<file path="config.mk">
export PLATFORM = sky130hd
export DESIGN_NAME = cpu_fetch_unit
export DESIGN_NICKNAME = d
export VERILOG_FILES = /design/src/rtl/cpu_fetch_unit.sv
export SDC_FILE = /design/constraint.sdc
export NUM_CORES = 1
export LEC_CHECK = 0
export ABC_AREA = 1
export CAP_MARGIN = 20
export CORE_UTILIZATION = 55
export CTS_BUF_LIST = sky130_fd_sc_hd__clkbuf_4 sky130_fd_sc_hd__clkbuf_8
export CTS_CLUSTER_DIAMETER = 30
export DETAILED_ROUTE_END_ITERATION = 8
export MAX_ROUTING_LAYER = met4
export PLACE_DENSITY = 0.79
export SYNTH_ARGS = -nofsm -noshare
export SYNTH_HDL_FRONTEND = slang
export SYNTH_SLANG_ARGS = --single-unit
</file>
<file path="constraint.sdc">
create_clock -name i_clk -period 2.5 [get_ports i_clk]
set_input_delay 0.625 -clock i_clk [delete_from_list [all_inputs] [get_ports i_clk]]
set_output_delay 0.625 -clock i_clk [all_outputs]
set_load 0.03 [all_outputs]
</file>
<file path="src/rtl/cpu_fetch_unit.sv">
// Instruction fetch stage: req/gnt/rvalid imem master with an in-order prefetch FIFO,
// redirect squashing of in-flight responses and a halt on misaligned redirect targets.
module cpu_fetch_unit #(
  parameter int unsigned     XLEN            = 32,
  parameter logic [XLEN-1:0] RESET_PC        = '0,
  parameter int unsigned     FIFO_DEPTH      = 4,
  parameter int unsigned     MAX_OUTSTANDING = 2
) (
  input  logic            i_clk,
  input  logic            i_rst_n,
  output logic            o_imem_req,
  output logic [XLEN-1:0] o_imem_addr,
  input  logic            i_imem_gnt,
  input  logic            i_imem_rvalid,
  input  logic [31:0]     i_imem_rdata,
  input  logic            i_redirect_valid,
  input  logic [XLEN-1:0] i_redirect_pc,
  output logic            o_insn_valid,
  input  logic            i_insn_ready,
  output logic [31:0]     o_insn,
  output logic [XLEN-1:0] o_pc,
  output logic [XLEN-1:0] o_pc_incr,
  output logic            o_misaligned,
  output logic            o_halted
);

  localparam int unsigned OutW = $clog2(MAX_OUTSTANDING + 1);
  localparam int unsigned CntW = $clog2(FIFO_DEPTH + 1);
  localparam int unsigned PtrW = $clog2(FIFO_DEPTH);
  localparam int unsigned PqW  = (MAX_OUTSTANDING > 1) ? $clog2(MAX_OUTSTANDING) : 1;

  typedef enum logic [0:0] {StRun, StHalt} state_e;

  state_e          state_q, state_d;
  logic [XLEN-1:0] fetch_pc_q, fetch_pc_d;
  logic [OutW-1:0] outstanding_q, outstanding_d;
  logic [OutW-1:0] drop_q, drop_d;
  logic [CntW-1:0] count_q, count_d;
  logic [PtrW-1:0] wr_ptr_q, wr_ptr_d, rd_ptr_q, rd_ptr_d;
  logic [PqW-1:0]  pcq_wr_q, pcq_wr_d, pcq_rd_q, pcq_rd_d;
  logic            misaligned_q, misaligned_d;

  logic [31:0]     insn_q    [FIFO_DEPTH];
  logic [XLEN-1:0] pc_q      [FIFO_DEPTH];
  logic [XLEN-1:0] pc_incr_q [FIFO_DEPTH];
  logic [XLEN-1:0] pcq_q     [MAX_OUTSTANDING];

  logic imem_req, issue, push, pop, insn_valid, credit_ok;

  function automatic logic [PqW-1:0] pq_next(input logic [PqW-1:0] p);
    return (32'(p) == MAX_OUTSTANDING - 1) ? '0 : p + PqW'(1);
  endfunction

  // Credit counts in-flight words too, so every granted response has a FIFO slot.
  always_comb begin
    credit_ok  = ((32'(count_q) + 32'(outstanding_q)) < FIFO_DEPTH) &&
                 (32'(outstanding_q) < MAX_OUTSTANDING);
    imem_req   = i_rst_n && (state_q == StRun) && !i_redirect_valid && credit_ok;
    issue      = imem_req && i_imem_gnt;
    insn_valid = (count_q != '0);
  end

  always_comb begin
    state_d       = state_q;
    fetch_pc_d    = fetch_pc_q;
    outstanding_d = outstanding_q;
    drop_d        = drop_q;
    count_d       = count_q;
    wr_ptr_d      = wr_ptr_q;
    rd_ptr_d      = rd_ptr_q;
    pcq_wr_d      = pcq_wr_q;
    pcq_rd_d      = pcq_rd_q;
    misaligned_d  = 1'b0;
    push          = 1'b0;
    pop           = 1'b0;

    if (issue) begin
      fetch_pc_d = fetch_pc_q + XLEN'(4);
      pcq_wr_d   = pq_next(pcq_wr_q);
    end
    if (i_imem_rvalid) begin
      pcq_rd_d = pq_next(pcq_rd_q);
    end
    if (issue && !i_imem_rvalid) begin
      outstanding_d = outstanding_q + OutW'(1);
    end else if (!issue && i_imem_rvalid) begin
      outstanding_d = outstanding_q - OutW'(1);
    end

    if (i_redirect_valid) begin
      // Every response still in flight after this cycle belongs to the old stream.
      drop_d       = outstanding_d;
      count_d      = '0;
      rd_ptr_d     = wr_ptr_q;
      fetch_pc_d   = i_redirect_pc;
      misaligned_d = |i_redirect_pc[1:0];
      state_d      = misaligned_d ? StHalt : StRun;
    end else begin
      if (i_imem_rvalid) begin
        if (drop_q != '0) begin
          drop_d = drop_q - OutW'(1);
        end else begin
          push = 1'b1;
        end
      end
      pop = insn_valid && i_insn_ready;
      if (push) wr_ptr_d = wr_ptr_q + PtrW'(1);
      if (pop)  rd_ptr_d = rd_ptr_q + PtrW'(1);
      count_d = count_q + CntW'(push) - CntW'(pop);
    end
  end

  always_ff @(posedge i_clk or negedge i_rst_n) begin
    if (!i_rst_n) begin
      state_q       <= StRun;
      fetch_pc_q    <= RESET_PC;
      outstanding_q <= '0;
      drop_q        <= '0;
      count_q       <= '0;
      wr_ptr_q      <= '0;
      rd_ptr_q      <= '0;
      pcq_wr_q      <= '0;
      pcq_rd_q      <= '0;
      misaligned_q  <= 1'b0;
    end else begin
      state_q       <= state_d;
      fetch_pc_q    <= fetch_pc_d;
      outstanding_q <= outstanding_d;
      drop_q        <= drop_d;
      count_q       <= count_d;
      wr_ptr_q      <= wr_ptr_d;
      rd_ptr_q      <= rd_ptr_d;
      pcq_wr_q      <= pcq_wr_d;
      pcq_rd_q      <= pcq_rd_d;
      misaligned_q  <= misaligned_d;
    end
  end

  // Storage is reset so the head outputs read as zero out of reset.
  always_ff @(posedge i_clk or negedge i_rst_n) begin
    if (!i_rst_n) begin
      for (int unsigned i = 0; i < FIFO_DEPTH; i++) begin
        insn_q[i]    <= '0;
        pc_q[i]      <= '0;
        pc_incr_q[i] <= '0;
      end
      for (int unsigned j = 0; j < MAX_OUTSTANDING; j++) begin
        pcq_q[j] <= '0;
      end
    end else begin
      if (push) begin
        insn_q[wr_ptr_q]    <= i_imem_rdata;
        pc_q[wr_ptr_q]      <= pcq_q[pcq_rd_q];
        pc_incr_q[wr_ptr_q] <= pcq_q[pcq_rd_q] + XLEN'(4);
      end
      if (issue) begin
        pcq_q[pcq_wr_q] <= fetch_pc_q;
      end
    end
  end

  assign o_imem_req   = imem_req;
  assign o_imem_addr  = fetch_pc_q;
  assign o_insn_valid = insn_valid;
  assign o_insn       = insn_q[rd_ptr_q];
  assign o_pc         = pc_q[rd_ptr_q];
  assign o_pc_incr    = pc_incr_q[rd_ptr_q];
  assign o_misaligned = misaligned_q;
  assign o_halted     = (state_q == StHalt);

  a_no_overflow: assert property (@(posedge i_clk) disable iff (!i_rst_n)
    !(push && (32'(count_q) == FIFO_DEPTH)));
  a_no_spurious_rvalid: assert property (@(posedge i_clk) disable iff (!i_rst_n)
    !(i_imem_rvalid && (outstanding_q == '0)));

endmodule

</file>
### Word level (Yosys, flattened, before mapping)

Cells that the tools add are included.

| word-level totals | value |
|---|---|
| flip-flop bits (word level) | 495 |
| logic and storage cells | 110 |

| operators by class | value |
|---|---|
| $add $sub $neg | 12 |
| magnitude comparators | 8 |
| multiplexer cells | 38 |
| bitwise logic cells | 6 |
| reductions and logical operators | 22 |

Operators by type and width:

| operator | number |
|---|---|
| two-way mux 32 bit | 13 |
| bitwise mux 128 bit | 3 |
| binary-select mux 32 bit (select 2 bit) | 3 |
| adder 32 x 3 -> 32 bit (second input constant) | 2 |
| bitwise mux 64 bit | 1 |
| demux 32 bit (select 2 bit) | 1 |
| demux 32 bit (select 1 bit) | 1 |
| two-way mux 2 bit | 7 |
| logical AND 1 bit | 10 |
| nonzero test 2 bit | 5 |
| two-way mux 1 bit | 8 |
| adder 2 x 1 -> 2 bit (second input constant) | 3 |
| >= comparator 3 bit (second input constant) | 2 |
| NOT 2 -> 3 bit | 2 |
| adder 3 x 2 -> 4 bit | 1 |
| >= comparator 2 bit (second input constant) | 2 |
| < comparator 4 x 3 -> 1 bit (second input constant) | 1 |
| NOT 1 -> 2 bit | 2 |
| AND reduction 2 bit | 2 |
| subtractor 2 x 1 -> 2 bit (second input constant) | 2 |
| adder 3 x 1 -> 3 bit | 1 |
| zero test 1 bit | 3 |
| < comparator 3 x 1 -> 1 bit (second input constant) | 1 |
| two-way mux 3 bit | 1 |
| other kinds (7) | 9 |

### Depth between registers and ports, before layout

Gate-level depths: netlist (run 1).

| logic depth | value |
|---|---|
| depth in word-level cells | 10 |
| mapped depth | 15 |
| mapped depth without buffers | 13 |

### Worst setup path before layout (run 1)

Ideal clock, no wire load.

| path | value |
|---|---|
| path type | reg-to-output |
| start | reg rd_ptr_q[0] |
| end | out o_pc_incr[0] |
| arrival time | 2.053 ns |
| data required time | 1.875 ns |
| slack | -0.178 ns |
| cell stages (with the launch flop) | 8 |
| path buffers | 4 |
| cells stage by stage | dfrtp_1 -> buf_2 -> clkinv_1 -> clkbuf_1 -> clkbuf_1 -> nor2_1 -> o22ai_1 -> buf_4 |

| on the way | value |
|---|---|
| word-level cells in the longest chain between the ends | 4 |

RTL lines:

| what | line | RTL |
|---|---|---|
| start, declared | 39 | `logic [PtrW-1:0] wr_ptr_q, wr_ptr_d, rd_ptr_q, rd_ptr_d;` |
| start signal, assigned | 132 | `rd_ptr_q <= rd_ptr_d;` |
| NOT 2 -> 3 bit (implied by the code) | 167 | `assign o_pc_incr = pc_incr_q[rd_ptr_q];` |
| binary-select mux 32 bit (select 2 bit) | 167 |  |
| two-way mux 32 bit (implied by the code) (2 in a row) | 167 |  |
| end, declared | 22 | `output logic [XLEN-1:0] o_pc_incr,` |

No other way between the ends. The select of a mux whose other input is x is not followed.

### Final worst setup path (run 1)

| path | value |
|---|---|
| start | reg rd_ptr_q[0] |
| end | out o_pc_incr[16] |

Same word-level chain as after synthesis.

==> reports/results.txt, run 1 <==
Share of layout cells above drive strength 1: 18.5%
Die area: 0.0419 mm²
Outcome: finished with violations
Asr flop ratio synth: 100%
Die height: 205 µm
DPL Wire Length: 41.2 mm
Largest net degree at the start of global routing: 145
Clk_lat worst skew: 0.69 ns
Clk buf depth: 3
Starting Density: 56.4%
FF+latch area: 0.0122 mm²
Final slew viol count: 0
Maximum vdd drop: 0.000894 V
Initial antenna violation count: 0
Core area: 0.0401 mm²
Fin nets: 3,115
Post-route ant nets: 0
Arr. time, crit path: 2.17 ns
Vias per cell: 5.80
Syn. warnings: 0
Cells after synthesis: 2,801
Setup Skew: 0.0341 ns
Netlist Area Pre-Place: 0.0226 mm²
P&R area growth vs syn: 30.8%
Num CTS Buffers: 101
Mapped Nets: 2,882
Setup TNS: -20.82 ns
Max cap viols: 0
Synth Area per Inst: 8.07 µm²
GRT Total Usage: 33.4%
Multi-input logic area: 0.00980 mm²
Post-synth EDFFs: 0
Final min period: 2.79 ns
Sw Ratio: 41.1%
CTS Root Cell: clkbuf_8
Area leader, netlist: dfrtp_1
Post-Route WL: 69.6 mm
Rows: 73
Most frequent cells in the layout: nand2_1, dfrtp_1, o21ai_0
IO Port Bufs: 201
TritonCTS clock tree: yes
Main synth FF type: dfrtp_1
Final Hold Fails: 0
Finished Layout Cells: 3,642
Crit start category: register
Clock sink count: 487
DRC Markers: 0
Total gr overflow: 0
Psw: 17.2 mW
CP Cell Sequence: clkinv_8 > buf_8 > buf_8 > nor2_1 > o22ai_1 > buf_4 > buf_12
RSZ-0062 raised after global routing: yes
Top cell type's share of synthesized area: 53.9%
Crit-path max FO: 7
CTS clk-pin slew, worst paths: 0.06 ns
Critical path's slowest cell: dfrtp_4
Max incr delay on CP: 0.54 ns
Comb pwr share: 48.6%
Pwr/cell area: 1410 mW/mm²
FMAX: 358 MHz
Final Worst Setup Slack: -0.295 ns
Synth area leaders: dfrtp_1, nand2_1, o21ai_0
Post-synthesis sequential area ratio: 53.9%
Most frequent CP cell: buf_8
Placed Cells: 3,435
Flop pwr share: 28.7%
Period utilisation layout: 112%
Most common cell after layout, fill and taps aside: nand2_1
Critical path class: reg -> out
Kind of end point of the critical path: output pin
Vias: 21,100
Count of cell types in the netlist: 41
# setup viols final: 96
# fillers: 2,793
Clock share of power: 22.7%
Drt first pass iters: 5
Internal power: 24.6 mW
Antenna cells: 0
H-tree depth: 3
Final RePlAce weighted congestion: 0.928
Fin Hold WS: 0.0789 ns
Slew headroom: 40.1%
Seq cells post-synth: 487
WP data required: 1.88 ns
Vias in the first global route: 21,000
Die Span X: 205 µm
Hold Path Class: in -> async
Tightest Pin Transition: 0.898 ns
Failing checks: setup timing
DRT iter0 DRCs: 2,032
Lkg Pwr: 14.0 nW
First-pass GRT wire length: 107 mm
DR WL/cell: 19.1 µm
I/O Pins: 202
[per-layer routing]
layer,track usage (%),part of all wire [%],vias up
li1,-,-,9605
met1,42.3,40,10300
met2,52.1,47,1040
met3,6.14,8.3,233
met5,-,0,-
met4,15.8,4.6,0
[kinds of logic (layout without fill, tap and decap cells)]
kind of cell	after synthesis	in the layout	share of synthesized area (%)
AOI/OAI and AO/OA	690	690	16.1
xor gates and xnor gates	35	35	1.46
adders and majority gates	11	11	0.642
buffers and inverters	318	634	5.72
DFF	487	487	53.9
and+or+nand+nor	1260	1260	22.1
[flip-flops by register name (all words and copies together), names as in the netlist]
| register | cells |
|---|---|
| insn_q | 128 |
| pc_q | 128 |
| pc_incr_q | 120 |
| pcq_q | 64 |
| o_imem_addr | 32 |
| count_q | 3 |
| drop_q | 2 |
| outstanding_q | 2 |
| rd_ptr_q | 2 |
| wr_ptr_q | 2 |
| o_halted | 1 |
| o_misaligned | 1 |
| pcq_rd_q | 1 |
| pcq_wr_q | 1 |
[cell type report]
type / count / area share (%)
timing repair buffer: 302 / 13.5
clock inverter: 49 / 2.00
sequential: 487 / 41.2
tap: 525 / 2.22
clock buffer: 137 / 5.93
inverter: 146 / 1.95
multi-input combinational: 1996 / 33.1
[synthesized netlist by cell type, types with 15 or more instances]
master and count:
clkbuf_1 144, dfrtp_1 487, inv_1 139, nand2_1 885, nand2_2 29, nand3_1 44, nor2_1 262, nor3_1 15
o21ai_0 520, o21ai_1 43, o22ai_1 94, xor2_1 30
[power groups by stage]
stage	clock [mW]	combinational, mW	sequential (mW)
after floorplan	0	9.61	11.6
after global placement	0	16.9	11.8
after detailed placement	0	17.3	11.9
after CTS	9.55	19.0	11.8
after global routing	9.94	21.5	12.3
final	9.48	20.3	12.0
[critical path: cells and delay by family, from the launching register on]
kind,cells,cell delay (ns)
buffers and inverters,5,0.70
and+or+nand+nor,1,0.04
DFF,1,0.54
AOI/OAI and AO/OA,1,0.20
[timing repair]
| item | 4_1_cts | 5_1_grt |
|---|---|---|
| endpoints found under the setup margin | 100 | 108 |
| hold endpoints to repair | 2 | 0 |
| gates cloned | 7 | 8 |
| resized for setup | 127 | 163 |
| pin swaps | 14 | 15 |
| hold buffers | 1 | 0 |
| setup buffers | 5 | 1 |
[path summary, 6_finish.rpt]
check	start	endpoint	slack [ns]	depth (start not counted)
max	rd_ptr_q[0]	o_pc_incr[16]	-0.29	7
min	i_rst_n	pc_q[42]	0.08	2
max reg2reg	pcq_rd_q	pc_incr_q[53]	0.17	12
min reg2reg	pc_incr_q[89]	pc_incr_q[89]	0.47	2
max in group asynchronous	i_rst_n	pc_q[126]	1.61	2
min in group i_clk	pc_incr_q[89]	pc_incr_q[89]	0.47	2
[per-stage QoR]
stage	setup WS, ns	instance area, µm²	power (mW)	utilization (%)
floorplan	0.0249	22600	21.2	-
global placement	0.0280	26000	28.7	64.9
global route	-0.348	29600	43.8	73.7
CTS	-0.323	29100	40.4	72.5
finish	-0.295	29600	41.8	73.7
detailed placement	-0.00645	26000	29.2	64.9
Note: power is estimated with default switching activity, not from simulation.
==> run 2, diff against run 1 <==
--- a/config.mk
+++ b/config.mk
@@ -9,10 +9,9 @@
 export CAP_MARGIN = 20
 export CORE_UTILIZATION = 55
 export CTS_BUF_LIST = sky130_fd_sc_hd__clkbuf_4 sky130_fd_sc_hd__clkbuf_8
-export CTS_CLUSTER_DIAMETER = 30
 export DETAILED_ROUTE_END_ITERATION = 8
 export MAX_ROUTING_LAYER = met4
-export PLACE_DENSITY = 0.79
+export PLACE_DENSITY = 0.84
 export SYNTH_ARGS = -nofsm -noshare
 export SYNTH_HDL_FRONTEND = slang
 export SYNTH_SLANG_ARGS = --single-unit
==> constraint.sdc (replaced) <==
create_clock -name i_clk -period 2.5 [get_ports i_clk]
set_input_delay 0.625 -clock i_clk [delete_from_list [all_inputs] [get_ports i_clk]]
set_output_delay 0.625 -clock i_clk [all_outputs]
set_load 0.01 [all_outputs]
==> reports/results.txt, run 2 (synthesized netlist as in run 1, its figures left out) <==
Vias in the first global route: 21,300
Failing checks: setup timing
Critical path's slowest cell: dfrtp_4
Final Hold Fails: 0
Die area: 0.0419 mm²
# setup viols final: 96
Buf/Inv on CP: 4
Total gr overflow: 0
Arr. time, crit path: 2.19 ns
Placed Cells: 3,446
Maximum vdd drop: 0.000584 V
Internal power: 22.4 mW
H-tree depth: 3
I/O Pins: 202
Final Worst Setup Slack: -0.320 ns
Setup Slack @ Placement: -0.00568 ns
GRT Total Usage: 35.8%
Clk buf depth: 3
Vias per cell: 6.09
Die height: 205 µm
Clk_lat worst skew: 0.65 ns
Flop pwr share: 32.2%
DP Area: 0.0257 mm²
RSZ-0062 raised after global routing: yes
DRT iter0 DRCs: 2,679
IO Port Bufs: 201
Drt first pass iters: 9
CTS clk-pin slew, worst paths: 0.06 ns
Fin nets: 3,175
WP data required: 1.88 ns
DR WL/cell: 21.0 µm
Critical path class: reg -> out
Max cap viols: 0
Slew headroom: 42.4%
Clock share of power: 18.5%
Most common cell after layout, fill and taps aside: nand2_1
Finished Layout Cells: 3,664
Die Span X: 205 µm
Share of layout cells above drive strength 1: 21.1%
Layout Utilization: 73.5%
P&R area growth vs syn: 30.4%
Initial antenna violation count: 0
DPL Wire Length: 41.6 mm
Setup Skew: 0.0397 ns
DRC Markers: 0
Sw Ratio: 41.0%
Crit-path max FO: 18
Lkg Pwr: 14.0 nW
Final RePlAce weighted congestion: 1.00
Antenna cells: 0
Most frequent cells in the layout: nand2_1, dfrtp_1, o21ai_0
Tightest Pin Transition: 0.864 ns
Rows: 73
Vias: 22,300
Kind of end point of the critical path: output pin
Post-Route WL: 76.9 mm
Crit start category: register
Core area: 0.0401 mm²
Starting Density: 56.4%
Psw: 15.6 mW
CP Cell Sequence: buf_12 > buf_4 > buf_8 > o21ai_1 > o22ai_1 > buf_2
Final slew viol count: 0
Biggest regs: insn_q (128), pc_q (128), pc_incr_q (120)
FMAX: 355 MHz
Top cell family by delay on the critical path: buffers and inverters
Outcome: finished with violations
Final instance area: 0.0295 mm²
Final min period: 2.82 ns
Comb pwr share: 49.3%
Num CTS Buffers: 81
TritonCTS clock tree: yes
Hold Path Class: in -> async
Max incr delay on CP: 0.50 ns
Largest net degree at the start of global routing: 154
Period utilisation layout: 113%
Clock sink count: 487
Post-route ant nets: 0
First-pass GRT wire length: 114 mm
# fillers: 2,586
Pwr/cell area: 1290 mW/mm²
CTS Root Cell: clkbuf_8
==> run 2: changes by cell type in the layout (fill, tap and decap cells not counted), sizes merged <==
cell / delta
clkdlybuf4s15: -1
clkinvlp: -5
clkbuf: -14
dlygate4sd3: -1
buf: +76
inv: -4
dlymetal6s2s: -8
clkinv: -21
dlygate4sd2: -2
bufinv: -11
bufbuf: +2
clkdlybuf4s50: +11
==> run 2: what timing repair did <==
action	in CTS	in global routing
setup buffers	42	23
pin swaps	41	54
endpoints found under the setup margin	98	146
hold buffers	0	0
cloned	22	11
resized for setup	510	365
==> run 2: power groups by stage <==
stage	Combinational (mW)	Clock, mW	Sequential [mW]
floorplan	7.56	0	11.5
global placement	13.3	0	11.7
detailed placement	13.7	0	11.9
CTS	15.7	7.03	11.9
global route	19.9	7.42	12.4
finish	18.8	7.05	12.2
==> run 2: final timing paths <==
kind	startpoint	endpoint	slack, ns	cells after the start
max	rd_ptr_q[0]	o_pc_incr[14]	-0.32	6
min	i_rst_n	pc_q[46]	0.1	2
max reg2reg	pcq_rd_q	pc_incr_q[40]	0.11	8
min reg2reg	pc_incr_q[48]	pc_incr_q[48]	0.48	2
max in group asynchronous	i_rst_n	insn_q[113]	1.22	3
min in group i_clk	pc_incr_q[48]	pc_incr_q[48]	0.48	2
==> run 2: per-layer routing <==
metal  global-route usage [%]  share of wire (%)  vias to the layer above
li1                         -                  -                     9700
met4                     19.4                5.9                        0
met3                     7.16                 10                      363
met2                     54.4                 47                     1489
met5                        -                  0                        -
met1                     45.3                 37                    10800
==> run 2: cell type report <==
| type | count | area [µm²] | share of cell area, % |
|---|---|---|---|
| flip-flops and latches | 487 | 12200 | 41.4 |
| multi-input cells | 1996 | 10100 | 34.3 |
| repair buffers | 382 | 4370 | 14.8 |
| clock buffers | 120 | 1530 | 5.18 |
| well taps | 525 | 657 | 2.23 |
| inverters | 146 | 576 | 1.95 |
| clock inverters | 8 | 47.5 | 0.161 |
==> run 2: worst reg2reg max path: cells and delay by family (launching register included) <==
kind                     cells  cell delay [ns]
flip-flops                   1             0.49
AND/OR/NAND/NOR              4             0.76
AO/OA/AOI/OAI                1             0.23
buffers and inverters        1             0.13
XOR/XNOR                     1             0.41
adder cells (fa/ha/maj)      1             0.24
==> run 2: through the flow <==
step	power (mW)	hold WS, ns	TNS [ns]
after floorplan	19.0	0.329	0
after global placement	25.0	0.458	0
after detailed placement	25.6	0.460	-0.0100
after CTS	34.6	0.0891	-22.06
after global routing	39.7	0.116	-22.80
final	38.0	0.0986	-18.30
